--- src/rtl/alu_arbiter.sv ---
// Round-robin arbiter that shares one 32-bit ALU among N_REQ requesters.
// Each grant registers its operands, captures the result and flags, and returns them tagged with the requester id.
//
// state | meaning
// IDLE  | searching for a request from rr_ptr upward; grant fires combinationally
// EXEC  | ALU operands stable; result and flags captured on the edge
// RESP  | response held until rsp_valid && rsp_ready
module alu_arbiter #(
  parameter int N_REQ = 4,
  parameter int ID_W  = 2
) (
  input  logic                 clk,
  input  logic                 rst_n,
  input  logic [N_REQ-1:0]     req_valid,
  input  logic [2*N_REQ-1:0]   req_op,
  input  logic [32*N_REQ-1:0]  req_a,
  input  logic [32*N_REQ-1:0]  req_b,
  output logic [N_REQ-1:0]     req_ready,
  output logic [31:0]          alu_a,
  output logic [31:0]          alu_b,
  output logic [1:0]           alu_ctrl,
  input  logic [31:0]          alu_result,
  input  logic [3:0]           alu_flags,
  output logic                 rsp_valid,
  input  logic                 rsp_ready,
  output logic [ID_W-1:0]      rsp_id,
  output logic [31:0]          rsp_result,
  output logic [3:0]           rsp_flags
);

  typedef enum logic [1:0] {IDLE, EXEC, RESP} state_t;

  state_t            state, state_nxt;
  logic [ID_W-1:0]   rr_ptr;
  logic [ID_W-1:0]   rr_ptr_nxt;
  logic [2*N_REQ-1:0] rot;
  logic              grant_found;
  logic [ID_W-1:0]   grant_idx;
  logic              grant_fire;
  logic [1:0]        sel_op;
  logic [31:0]       sel_a;
  logic [31:0]       sel_b;

  // Rotating the request vector by rr_ptr turns the wrapping search into a lowest-set-bit search.
  always_comb begin : rr_search
    int sum;
    sum         = 0;
    grant_found = 1'b0;
    grant_idx   = '0;
    rot         = {req_valid, req_valid} >> rr_ptr;
    for (int k = N_REQ - 1; k >= 0; k--) begin
      if (rot[k]) begin
        grant_found = 1'b1;
        sum = int'(rr_ptr) + k;
        if (sum >= N_REQ) sum = sum - N_REQ;
        grant_idx = ID_W'(sum);
      end
    end
  end

  assign grant_fire = rst_n && (state == IDLE) && grant_found;
  assign rr_ptr_nxt = (grant_idx == ID_W'(N_REQ - 1)) ? '0 : grant_idx + 1'b1;

  always_comb begin
    sel_op    = '0;
    sel_a     = '0;
    sel_b     = '0;
    req_ready = '0;
    for (int k = 0; k < N_REQ; k++) begin
      if (grant_idx == ID_W'(k)) begin
        sel_op = req_op[2*k +: 2];
        sel_a  = req_a[32*k +: 32];
        sel_b  = req_b[32*k +: 32];
        req_ready[k] = grant_fire;
      end
    end
  end

  always_comb begin
    state_nxt = state;
    case (state)
      IDLE:    if (grant_found) state_nxt = EXEC;
      EXEC:    state_nxt = RESP;
      RESP:    if (rsp_ready) state_nxt = IDLE;
      default: state_nxt = IDLE;
    endcase
  end

  always_ff @(posedge clk or negedge rst_n) begin
    if (!rst_n) state <= IDLE;
    else        state <= state_nxt;
  end

  always_ff @(posedge clk or negedge rst_n) begin
    if (!rst_n) begin
      rr_ptr     <= '0;
      alu_a      <= '0;
      alu_b      <= '0;
      alu_ctrl   <= '0;
      rsp_id     <= '0;
      rsp_valid  <= 1'b0;
      rsp_result <= '0;
      rsp_flags  <= '0;
    end else begin
      if (grant_fire) begin
        alu_ctrl <= sel_op;
        alu_a    <= sel_a;
        alu_b    <= sel_b;
        rsp_id   <= grant_idx;
        rr_ptr   <= rr_ptr_nxt;
      end
      if (state == EXEC) begin
        rsp_result <= alu_result;
        rsp_flags  <= alu_flags;
        rsp_valid  <= 1'b1;
      end else if (state == RESP && rsp_ready) begin
        rsp_valid <= 1'b0;
      end
    end
  end

endmodule

--- config.mk ---
export PLATFORM = sky130hd
export DESIGN_NAME = alu_arbiter
export DESIGN_NICKNAME = d
export VERILOG_FILES = /design/src/rtl/alu_arbiter.sv
export SDC_FILE = /design/constraint.sdc
export NUM_CORES = 1
export LEC_CHECK = 0
export ABC_AREA = 1
export BUFFER_PORTS_ARGS = -buffer_cell sky130_fd_sc_hd__buf_2
export CORE_AREA = 3 3 159 161
export DETAILED_ROUTE_END_ITERATION = 10
export DIE_AREA = 0 0 162 164
export GPL_TIMING_DRIVEN = 1
export PLACE_DENSITY = 0.56
export RECOVER_POWER = 25
export SLEW_MARGIN = 20
export SYNTH_ARGS = -nofsm -noshare
export SYNTH_HDL_FRONTEND = slang
export SYNTH_SLANG_ARGS = --single-unit
export TNS_END_PERCENT = 1
--- constraint.sdc ---
create_clock -name clk -period 3.98 [get_ports clk]
set_input_delay 1.194 -clock clk [delete_from_list [all_inputs] [get_ports clk]]
set_output_delay 1.194 -clock clk [all_outputs]
set_load 0.01 [all_outputs]
; Word level (Yosys, flattened, before mapping)
; Index checks and enable logic that the tools add are counted.
[word_totals]
wordCells = 70
register_bits = 109
[classes]
eq_ne = 7
n_addsub = 8
magnitude_cmp = 4
shift = 1
mux = 34
reduce_logical = 7
[ops]
columns = operator, n
row1 = $mux W32, 8
row2 = $mux W2, 15
row3 = $mux W1, 10
row4 = $ge A3 B3 Y1 const B, 3
row5 = $shr A8 B2 Y4, 1
row6 = $sub A2 B1 Y2 const B, 4
row7 = $add A2 B2 Y3 const B, 2
row8 = $eq A2 B2 Y1 const B, 3
row9 = $pmux W2 S3, 1
row10 = $eq A2 B1 Y1 const B, 2
row11 = $logic_not A2 Y1, 2
row12 = $ne A2 B2 Y1 const B, 2
row13 = $add A2 B1 Y3 const B, 1
row14 = $ge A2 B3 Y1 const B, 1
row15 = $logic_and A1 B1 Y1, 3
row16 = $add A2 B1 Y2 const B, 1
row17 = $reduce_and A2 Y1, 1
row18 = $reduce_bool A2 Y1, 1

; Longest topological paths before layout
; Gate-level depths: netlist (run 1).
[depth]
depth_word = 12
depth_mapped = 22
depth_no_buf = 19

; Worst setup path before layout (run 1)
; Ideal clock, no wire load.
[synth_path]
kind = input port to output port
from = in req_valid[2]
to = out req_ready[2]
path_buffers = 2
path_stages = 14
arrival_time_ns = 2.670
path_slack_ns = 0.116
cell_sequence = inv_1 > nand2_1 > nand3_2 > nand2_1 > nand2_1 > nand2_1 > nand2_1 > nand2_1 > inv_1 > ha_1 > inv_2 > clkbuf_1 > clkbuf_1 > nor2_1
[synth_via]
elab_chain_cells = 7
word_cells_on_any_way = 12
[synth_rtl]
columns = element, line_no
row1 = "start, declared", 14  ; input logic [N_REQ-1:0] req_valid,
row2 = $shr A8 B2 Y4 (*), 50  ; rot = {req_valid, req_valid} >> rr_ptr;
row3 = $mux W2 (3 in series), 52  ; if (rot[k]) begin
row4 = $mux W2 (*), 52
row5 = via grant_idx[0], 38  ; logic [ID_W-1:0] grant_idx;
row6 = $eq A2 B2 Y1 (*), 70  ; if (grant_idx == ID_W'(k)) begin
row7 = $mux W1 (*), 70
row8 = "end, declared", 18  ; output logic [N_REQ-1:0] req_ready,
; Mark *: on every way through the listed nets, which the timed path passes. The rest lies on a longest branch.

; Final worst setup path (run 1)
[layout_path]
from = in req_valid[0]
to = out req_ready[0]
[layout_via]
elab_chain_cells = 7
word_cells_on_any_way = 12
[layout_rtl]
columns = element, line_no
row1 = $shr A8 B2 Y4 (*), 50
row2 = $mux W2 (3 in series), 52
row3 = $mux W2 (*), 52
row4 = via grant_idx[0], 38
row5 = $logic_not A2 Y1 (*), 70
row6 = $mux W1 (*), 70
; Marks and branches as above.

==> results of run 1 <==
==> per-layer routing <==
layer	wire length [um]	share of wire	up-vias	GRT usage
met5	0	0	-	0
met4	601	0.024	0	0.0605
met3	1690	0.066	27	0.0404
met2	11900	0.46	274	0.294
met1	11400	0.45	3440	0.247
li1	-	-	3859	-
==> per-stage QoR <==
step / std cells / util / TNS [ps] / power (uW)
floorplan: 984 / - / 0 / 6210
global placement: 1671 / 0.364 / -76.1 / 8330
detailed placement: 1671 / 0.364 / -86.4 / 8380
CTS: 1687 / 0.376 / 0 / 9360
global route: 1687 / 0.376 / 0 / 10300
finish: 1687 / 0.376 / 0 / 9240
==> power breakdown <==
group	leakage [uW]	total (uW)	internal, uW	switching (uW)
logic	0.00367	6400	2200	4200
clock network	0.000148	920	449	471
registers	0.00137	1910	1630	288
total	0.00519	9240	4270	4960
==> state kept, by name, summed over array words and instances (netlist names) <==
signal and count:
alu_a 32, alu_b 32, alu_ctrl 2, rr_ptr 2, rsp_flags 4, rsp_id 2, rsp_result 32, rsp_valid 1
state 2
==> placed cells by master (no fill, tap or decap), drive strengths merged <==
cell type / instances
nand2: 554
buf: 427
o21ai: 135
dfrtp: 109
a21oi: 67
inv: 25
nand3: 15
clkbuf: 12
nor2: 11
ha: 4
clkinv: 3
nor3: 1
==> synthesized netlist by cell type (all sizes together) <==
cell type  number
clkbuf         37
buf            30
a21oi          67
ha              4
inv            21
o21ai         135
dfrtp         109
nand2         554
nor3            1
nor2           11
nand3          15
==> kinds of logic after synthesis <==
group | Yosys count
and+or+nand+nor | 581
AOI/OAI and AO/OA | 202
DFF | 109
buffers and inverters | 88
adders and majority gates | 4
==> repair_timing <==
item / CTS / global route
pin swaps: 0 / 1
resized for setup: 1 / 4
endpoints found under the setup margin: 1 / 3
==> cell type report <==
cell class | count | share of cell area
tap | 324 | 0.0447
multi-input combinational | 787 | 0.366
clock inverter | 7 | 0.00869
inverter | 21 | 0.00869
timing repair buffer | 430 | 0.247
sequential | 109 | 0.301
clock buffer | 9 | 0.0248
==> worst register-to-register path, stage by stage, from the launching register on <==
cell and delay, ps:
dfrtp_1 590, inv_2 150, nand2_1 130, nand3_1 100
nand3_1 120, nand2_1 50, inv_1 50, nand2_1 50
nand2_1 130, buf_4 160, ha_2 180, buf_4 630
a21oi_1 110, nand2_1 190, o21ai_0 120, o21ai_0 220
nand2_1 80, nand2_1 60
==> worst paths after layout <==
kind                       cells after the start  slack (ps)             startpoint               endpoint
hold / removal                                 1         470   state[0]$_DFFE_PN0P_   state[0]$_DFFE_PN0P_
max in group asynchronous                      3        1210                  rst_n   alu_a[4]$_DFFE_PN0N_
min in group asynchronous                      2        1330                  rst_n  alu_b[17]$_DFFE_PN0N_
hold reg to reg                                1         470   state[0]$_DFFE_PN0P_   state[0]$_DFFE_PN0P_
setup reg to reg                              17         790  rr_ptr[0]$_DFFE_PN0N_  alu_a[30]$_DFFE_PN0N_
setup / recovery                              13         200           req_valid[0]           req_ready[0]
==> reports/qor.csv, run 1 <==
metric,value,unit
Pleak,0.00519,uW
number of global-route vias before repair,7114,
Initial Utilization,0.266,
fillers,2722,
nets,1669,
CP max stage cell,ha_1,
WS Path Type,in -> out,
compound-cell area share of the yosys netlist,0.158,
largest family of logic cells by synthesized area,simple AND/OR/NAND/NOR gates,
synth top area cells,"dfrtp_1, nand2_1, o21ai_0",
Tmin final,3780,ps
Final Hold Vio Count,0,
Finished Cell Area,0.00907,mm^2
Worst Tran Pin Value,1630,ps
diode count,0,
CTS tree,done,
Startpoint Class,input port,
number of synthesized register bits,109,
post-synthesis mux area share,0,
Post-Synth XOR/XNOR Area,0,
Die X,162,um
"CP delay by family, top",simple AND/OR/NAND/NOR gates,
RSZ-0062 raised after global routing,false,
"Largest stage delay, worst path",190,ps
clock sink count,109,
Rows,57,
Top Ports,416,
period utilization,0.949,
Mapped Avg Cell Area,6.51,um^2
hold_buf cts,0,
top-area cell type share of the netlist area,0.426,
Max Cap Violations,1,
# H-tree levels,3,
Synth Area in Simple Gates,0.346,
"Seq/Total Area, Yosys",0.426,
Placement Setup Slack,-86.4,ps
postcts setup bufs,0,
clk slew on worst S/H paths,80,ps
vias per cell,4.51,
cell chosen for the clock root,clkbuf_16,
Max Freq,265,MHz
failing checks,"max-capacitance violations, max-slew violations",
Final Slew Violations,38,
first-pass GRT wire length,38600,um
WL/cell,15.1,um
drt initial violations,383,
placed cell area,0.00876,mm^2
crit path capture type,output pin,
max_slew headroom,-0.0891,
Routed WL,25500,um
VDD IR max,0.487,mV
Core ar.,0.0241,mm^2
total grt overflow,0,
netlist area before placement,0.00641,mm^2
Worst Slack Setup Final,205,ps
synth warn,0,
WP data required,2790,ps
buffers and inverters on the worst path,4,
"Net Count, Synth",1295,
status,"finished, violations left",
Yosys top cell by area,dfrtp_1,
Post-DP HPWL,19300,um
area grow syn2layout,41.6,%
worst hold slack,465,ps
cell mode on critical path,nand2_1,
Clock Tree Buf Depth,2,
pwr dens,1020,mW/mm^2
CP cell instances,buf_2 -> nand2_1 -> nand3_1 -> nand2_1 -> nand2_1 -> nand2_1 -> nand2_1 -> nand2_2 -> inv_1 -> ha_1 -> inv_1 -> nor2_1 -> buf_2,
clk_lat worst skew,350,ps
Netlist cell types,18,
WP data arrival,2580,ps
DRC viols,0,
FF/Latch Area,0.00273,mm^2
Via Count,7600,
remaining antenna violation count,0,
HP Class,reg -> reg,
die height,164,um
GPL Wtd Cong,0.850,
DR pass1 iterations,5,
initial antenna violation count,0,
cts bufs inserted,9,
Setup-failing EPs final,0,
Synth Area in Adders,0.00781,
Worst Skew,10.1,ps
multi-input logic area,0.00332,mm^2
post-synthesis cell count,984,
GRT Util Overall,0.184,
die area,0.0266,mm^2
port buffer count,415,
share of layout cells above drive strength 1,0.337,
pin count of the biggest net entering global routing,71,
"Max FO, Critical Path",5,
No activity file was read; power rests on OpenSTA's default activity.
==> inputs of run 2 (changes only) <==
--- a/config.mk
+++ b/config.mk
@@ -7,9 +7,9 @@
 export LEC_CHECK = 0
 export ABC_AREA = 1
 export BUFFER_PORTS_ARGS = -buffer_cell sky130_fd_sc_hd__buf_2
-export CORE_AREA = 3 3 159 161
+export CORE_AREA = 3 3 158 160
 export DETAILED_ROUTE_END_ITERATION = 10
-export DIE_AREA = 0 0 162 164
+export DIE_AREA = 0 0 161 163
 export GPL_TIMING_DRIVEN = 1
 export PLACE_DENSITY = 0.56
 export RECOVER_POWER = 25
==> constraint.sdc (replaced) <==
create_clock -name clk -period 4.85 [get_ports clk]
set_input_delay 1.455 -clock clk [delete_from_list [all_inputs] [get_ports clk]]
set_output_delay 1.455 -clock clk [all_outputs]
set_load 0.01 [all_outputs]
==> reports/qor.csv, run 2 (synthesis results as in run 1) <==
metric,value,unit,change
status,"finished, violations left",,unchanged
failing checks,"max-capacitance violations, max-slew violations",,unchanged
total grt overflow,0,,unchanged
Max Freq,221,MHz,
pwr dens,834,mW/mm^2,was 1020 mW/mm^2
cell chosen for the clock root,clkbuf_16,,unchanged
Psw,4070,uW,was 4960 uW
Setup-failing EPs final,0,,unchanged
cell mode on critical path,nand2_1,,unchanged
Placement Setup Slack,343,ps,was -86.4 ps
"Largest stage delay, worst path",310,ps,was 190 ps
fin cells,1682,,was 1687
WP data arrival,3060,ps,was 2580 ps
hold_buf cts,0,,unchanged
HP Class,reg -> reg,,unchanged
Pleak,0.00517,uW,was 0.00519 uW
remaining antenna violation count,0,,unchanged
DRC viols,0,,unchanged
Die X,161,um,was 162 um
area grow syn2layout,40.7,%,was 41.6%
worst reg-to-reg path cell count,19,,was 17
die height,163,um,was 164 um
Final Hold Vio Count,0,,unchanged
Worst Tran Pin Value,2340,ps,was 1630 ps
die area,0.0262,mm^2,was 0.0266 mm^2
Worst Slack Setup Final,334,ps,was 205 ps
WP data required,3390,ps,was 2790 ps
cts bufs inserted,9,,unchanged
clk_lat worst skew,360,ps,was 350 ps
VDD IR max,0.471,mV,was 0.487 mV
Final Core Density,0.383,,was 0.376
biggest regs,"alu_a (32), alu_b (32), rsp_result (32)",,unchanged
CTS tree,done,,unchanged
CP max stage cell,ha_2,,was ha_1
drt initial violations,528,,was 383
post-CTS sizing,0,,was 1
Fin Setup TNS,0,ps,unchanged
Max Cap Violations,1,,unchanged
crit path capture type,output pin,,unchanged
"Max FO, Critical Path",8,,was 5
end of the worst register-to-register path,alu_a[27]$_DFFE_PN0N_,,was alu_a[30]$_DFFE_PN0N_
fillers,2582,,was 2722
RSZ-0062 raised after global routing,false,,unchanged
Gate power share,0.689,,was 0.693
Sw Share,0.542,,was 0.537
first-pass GRT wire length,40500,um,was 38600 um
Core ar.,0.0235,mm^2,was 0.0241 mm^2
Rows,56,,was 57
GPL Wtd Cong,0.920,,was 0.850
diode count,0,,unchanged
R2R Setup Slk,1240,ps,was 790 ps
Startpoint Class,input port,,unchanged
"commonest non-fill, non-tap cell in the layout",nand2_1,,unchanged
number of global-route vias before repair,7404,,was 7114
clk slew on worst S/H paths,70,ps,was 80 ps
Clock Tree Buf Depth,2,,unchanged
port buffer count,415,,unchanged
worst hold slack,464,ps,was 465 ps
WL/cell,15.7,um,was 15.1 um
initial antenna violation count,1,,was 0
most frequent cells in the layout,"nand2_1, buf_2, dfrtp_1, o21ai_0, a21oi_1",,unchanged
CP startpoint,req_valid[0],,unchanged
postcts setup bufs,0,,unchanged
sequential power share,0.209,,was 0.207
pin count of the biggest net entering global routing,69,,was 71
Post-DP HPWL,19800,um,was 19300 um
DR pass1 iterations,5,,unchanged
period utilization,0.931,,
Internal,3440,uW,was 4270 uW
Worst Skew,14.5,ps,was 10.1 ps
vias per cell,4.52,,was 4.51
placed cells,1666,,was 1671
Tmin final,4520,ps,
CP cell instances,buf_2 -> inv_1 -> nand2_1 -> nand3_1 -> nand2_1 -> nor2_1 -> nand2_1 -> nand2_1 -> nand2_1 -> inv_1 -> ha_2 -> inv_1 -> nor2_1 -> buf_2,,was buf_2 -> nand2_1 -> nand3_1 -> nand2_1 -> nand2_1 -> nand2_1 -> nand2_1 -> nand2_2 -> inv_1 -> ha_1 -> inv_1 -> nor2_1 -> buf_2
FF-to-FF Start,rr_ptr[0]$_DFFE_PN0N_,,unchanged
Routed WL,26400,um,was 25500 um
GRT Util Overall,0.196,,was 0.184
# H-tree levels,3,,unchanged
CP endpoint,req_ready[1],,was req_ready[0]
Final Slew Violations,43,,was 38
Via Count,7608,,was 7600
Initial Utilization,0.272,,was 0.266
clock power share,0.102,,was 0.100
clock sink count,109,,unchanged
max_slew headroom,-0.562,,was -0.0891
nets,1669,,unchanged
share of layout cells above drive strength 1,0.332,,was 0.337
WS Path Type,in -> out,,unchanged
Top Ports,416,,unchanged
==> run 2: cell count changes in the layout (fill, tap and decap cells not counted), sizes merged <==
cell	change
buf	-1
clkbuf	+1
==> run 2: power by group through the flow <==
stage | combinational (uW) | clock [uW] | sequential, uW
after floorplan | 3360 | 0 | 1740
after detailed placement | 5240 | 0 | 1580
after global routing | 5970 | 839 | 1630
final | 5180 | 769 | 1570
after global placement | 5220 | 0 | 1580
after CTS | 5250 | 806 | 1570
==> run 2: worst max-delay path, delay by kind of cell <==
family | cells | cell delay (ps)
adder cells (fa/ha/maj) | 1 | 310
buffers and inverters | 5 | 550
AND/OR/NAND/NOR | 8 | 730
==> run 2: area by class of cell <==
class | instances | area, um^2 | area share
Timing Repair Buffer | 430 | 2190 | 0.243
Clock inverter | 7 | 86.3 | 0.00958
Clock buffer | 9 | 225 | 0.0250
Sequential cell | 109 | 2730 | 0.303
Inverter | 21 | 78.8 | 0.00875
Tap cell | 319 | 399 | 0.0443
Multi-Input combinational cell | 787 | 3300 | 0.366
==> run 2: worst min-delay path by stage <==
stage                                          start                    endpoint  slack (ps)  cells after the start
after CTS                       state[0]$_DFFE_PN0P_        state[0]$_DFFE_PN0P_         470                      1
final                           state[0]$_DFFE_PN0P_        state[0]$_DFFE_PN0P_         460                      1
after floorplan                 state[0]$_DFFE_PN0P_        state[0]$_DFFE_PN0P_         430                      1
after global placement    rsp_result[28]$_DFFE_PN0P_  rsp_result[28]$_DFFE_PN0P_         450                      2
after global routing            state[0]$_DFFE_PN0P_        state[0]$_DFFE_PN0P_         480                      1
after detailed placement  rsp_result[26]$_DFFE_PN0P_  rsp_result[26]$_DFFE_PN0P_         450                      2
==> run 2: through the flow <==
| step | instance area, um^2 | power (uW) |
|---|---|---|
| floorplan | 6410 | 5090 |
| global placement | 8720 | 6800 |
| detailed placement | 8720 | 6820 |
| CTS | 9030 | 7630 |
| global route | 9010 | 8430 |
| finish | 9010 | 7510 |
==> run 2: per-layer routing <==
layer,global-route usage,vias up,part of all wire
li1,-,3864,-
met1,0.255,3412,0.42
met2,0.329,296,0.49
met3,0.0407,34,0.068
met4,0.0587,2,0.019
met5,0,-,0.00049
==> inputs of run 3 (changes only) <==
--- a/config.mk
+++ b/config.mk
@@ -11,6 +11,7 @@
 export DETAILED_ROUTE_END_ITERATION = 10
 export DIE_AREA = 0 0 161 163
 export GPL_TIMING_DRIVEN = 1
+export MAX_ROUTING_LAYER = met4
 export PLACE_DENSITY = 0.56
 export RECOVER_POWER = 25
 export SLEW_MARGIN = 20
==> reports/qor.csv, run 3 (synthesis results as in run 1) <==
metric,value,unit,change
Startpoint Class,input port,,unchanged
GRT Util Overall,0.202,,was 0.196
cts bufs inserted,9,,unchanged
Setup-failing EPs final,0,,unchanged
"Max FO, Critical Path",8,,unchanged
vias per cell,4.52,,about the same
DR pass1 iterations,5,,unchanged
Worst Tran Pin Value,2330,ps,was 2340 ps
"CP delay by family, top",simple AND/OR/NAND/NOR gates,,unchanged
placed cells,1666,,unchanged
cell chosen for the clock root,clkbuf_16,,unchanged
buffers and inverters on the worst path,5,,unchanged
GPL Wtd Cong,0.937,,was 0.920
Fin Setup TNS,0,ps,unchanged
Tmin final,4500,ps,was 4520 ps
DRC viols,0,,unchanged
CP cell instances,buf_2 -> inv_1 -> nand2_1 -> nand3_1 -> nand2_1 -> nor2_1 -> nand2_1 -> nand2_1 -> nand2_1 -> inv_1 -> ha_2 -> inv_1 -> nor2_1 -> buf_2,,unchanged
"commonest non-fill, non-tap cell in the layout",nand2_1,,unchanged
WL/cell,15.6,um,was 15.7 um
# H-tree levels,3,,unchanged
biggest regs,"alu_a (32), alu_b (32), rsp_result (32)",,unchanged
Final Hold Vio Count,0,,unchanged
cell mode on critical path,nand2_1,,unchanged
Max Freq,222,MHz,was 221 MHz
Post-DP HPWL,19800,um,unchanged
clk slew on worst S/H paths,70,ps,about the same
post-CTS sizing,0,,unchanged
die area,0.0262,mm^2,unchanged
status,"finished, violations left",,unchanged
Rows,56,,unchanged
"Largest stage delay, worst path",310,ps,about the same
WP data arrival,3040,ps,was 3060 ps
worst hold slack,465,ps,was 464 ps
clk_lat worst skew,360,ps,about the same
nets,1669,,unchanged
Top Ports,416,,unchanged
die height,163,um,unchanged
Routed WL,26300,um,was 26400 um
number of global-route vias before repair,7412,,was 7404
Final Slew Violations,43,,unchanged
crit path capture type,output pin,,unchanged
clock sink count,109,,unchanged
Die X,161,um,unchanged
CTS tree,done,,unchanged
port buffer count,415,,unchanged
share of layout cells above drive strength 1,0.332,,unchanged
Pleak,0.00517,uW,unchanged
total grt overflow,0,,unchanged
Worst Skew,11.5,ps,was 14.5 ps
remaining antenna violation count,0,,unchanged
most frequent cells in the layout,"nand2_1, buf_2, dfrtp_1, o21ai_0, a21oi_1",,unchanged
VDD IR max,0.468,mV,was 0.471 mV
Initial Utilization,0.272,,unchanged
HP Class,reg -> reg,,unchanged
period utilization,0.927,,was 0.931
fin cells,1683,,was 1682
hold_buf cts,0,,unchanged
first-pass GRT wire length,40500,um,about the same
pwr dens,833,mW/mm^2,was 834 mW/mm^2
failing checks,"max-capacitance violations, max-slew violations",,unchanged
drt initial violations,556,,was 528
postcts setup bufs,0,,unchanged
max_slew headroom,-0.553,,was -0.562
RSZ-0062 raised after global routing,false,,unchanged
Clock Tree Buf Depth,2,,unchanged
pin count of the biggest net entering global routing,69,,unchanged
total power,7510,uW,about the same
WP data required,3390,ps,about the same
CP max stage cell,ha_2,,unchanged
initial antenna violation count,1,,unchanged
fillers,2582,,unchanged
Max Cap Violations,1,,unchanged
multi-input logic area,0.00330,mm^2,unchanged
Core ar.,0.0235,mm^2,unchanged
area grow syn2layout,40.7,%,about the same
Via Count,7607,,was 7608
WS Path Type,in -> out,,unchanged
FF/Latch Area,0.00273,mm^2,unchanged
run 3: cell types whose count changed in the layout (fill, tap and decap cells not counted), sizes merged:
cell and change:
diode +1
run 3: path summary, 6_finish.rpt:
kind	start	end	slack, ps	cells past startpoint
setup / recovery	req_valid[0]	req_ready[1]	350	14
hold / removal	state[0]$_DFFE_PN0P_	state[0]$_DFFE_PN0P_	460	1
setup reg to reg	rr_ptr[0]$_DFFE_PN0N_	alu_a[27]$_DFFE_PN0N_	1280	19
hold reg to reg	state[0]$_DFFE_PN0P_	state[0]$_DFFE_PN0P_	460	1
max in group asynchronous	rst_n	alu_a[8]$_DFFE_PN0N_	990	3
min in group asynchronous	rst_n	alu_b[23]$_DFFE_PN0N_	1970	2
run 3: metal layers:
metal / track usage / vias up / part of all wire
met1: 0.257 / 3409 / 0.42
met2: 0.329 / 307 / 0.49
met5: - / - / 0
met3: 0.0381 / 34 / 0.068
li1: - / 3857 / -
met4: 0.0587 / 0 / 0.020
run 3: power breakdown:
group	internal [uW]	switching, uW
registers	1330	236
logic	1740	3430
clock network	372	396
run 3: metrics by stage:
step,worst slack [ps],cell area [um^2],utilization
2_1_floorplan,464,6410,-
6_report,354,9020,0.383
3_5_place_dp,343,8720,0.370
3_3_place_gp,361,8720,0.370
5_1_grt,95.4,9020,0.383
4_1_cts,333,9030,0.384
run 3: layout make-up:
type | count | share of cell area
multi-input combinational | 787 | 0.366
sequential | 109 | 0.303
timing repair buffer | 430 | 0.243
tap | 319 | 0.0443
clock buffer | 9 | 0.0250
clock inverter | 7 | 0.00958
inverter | 21 | 0.00874
antenna | 1 | 0.000278
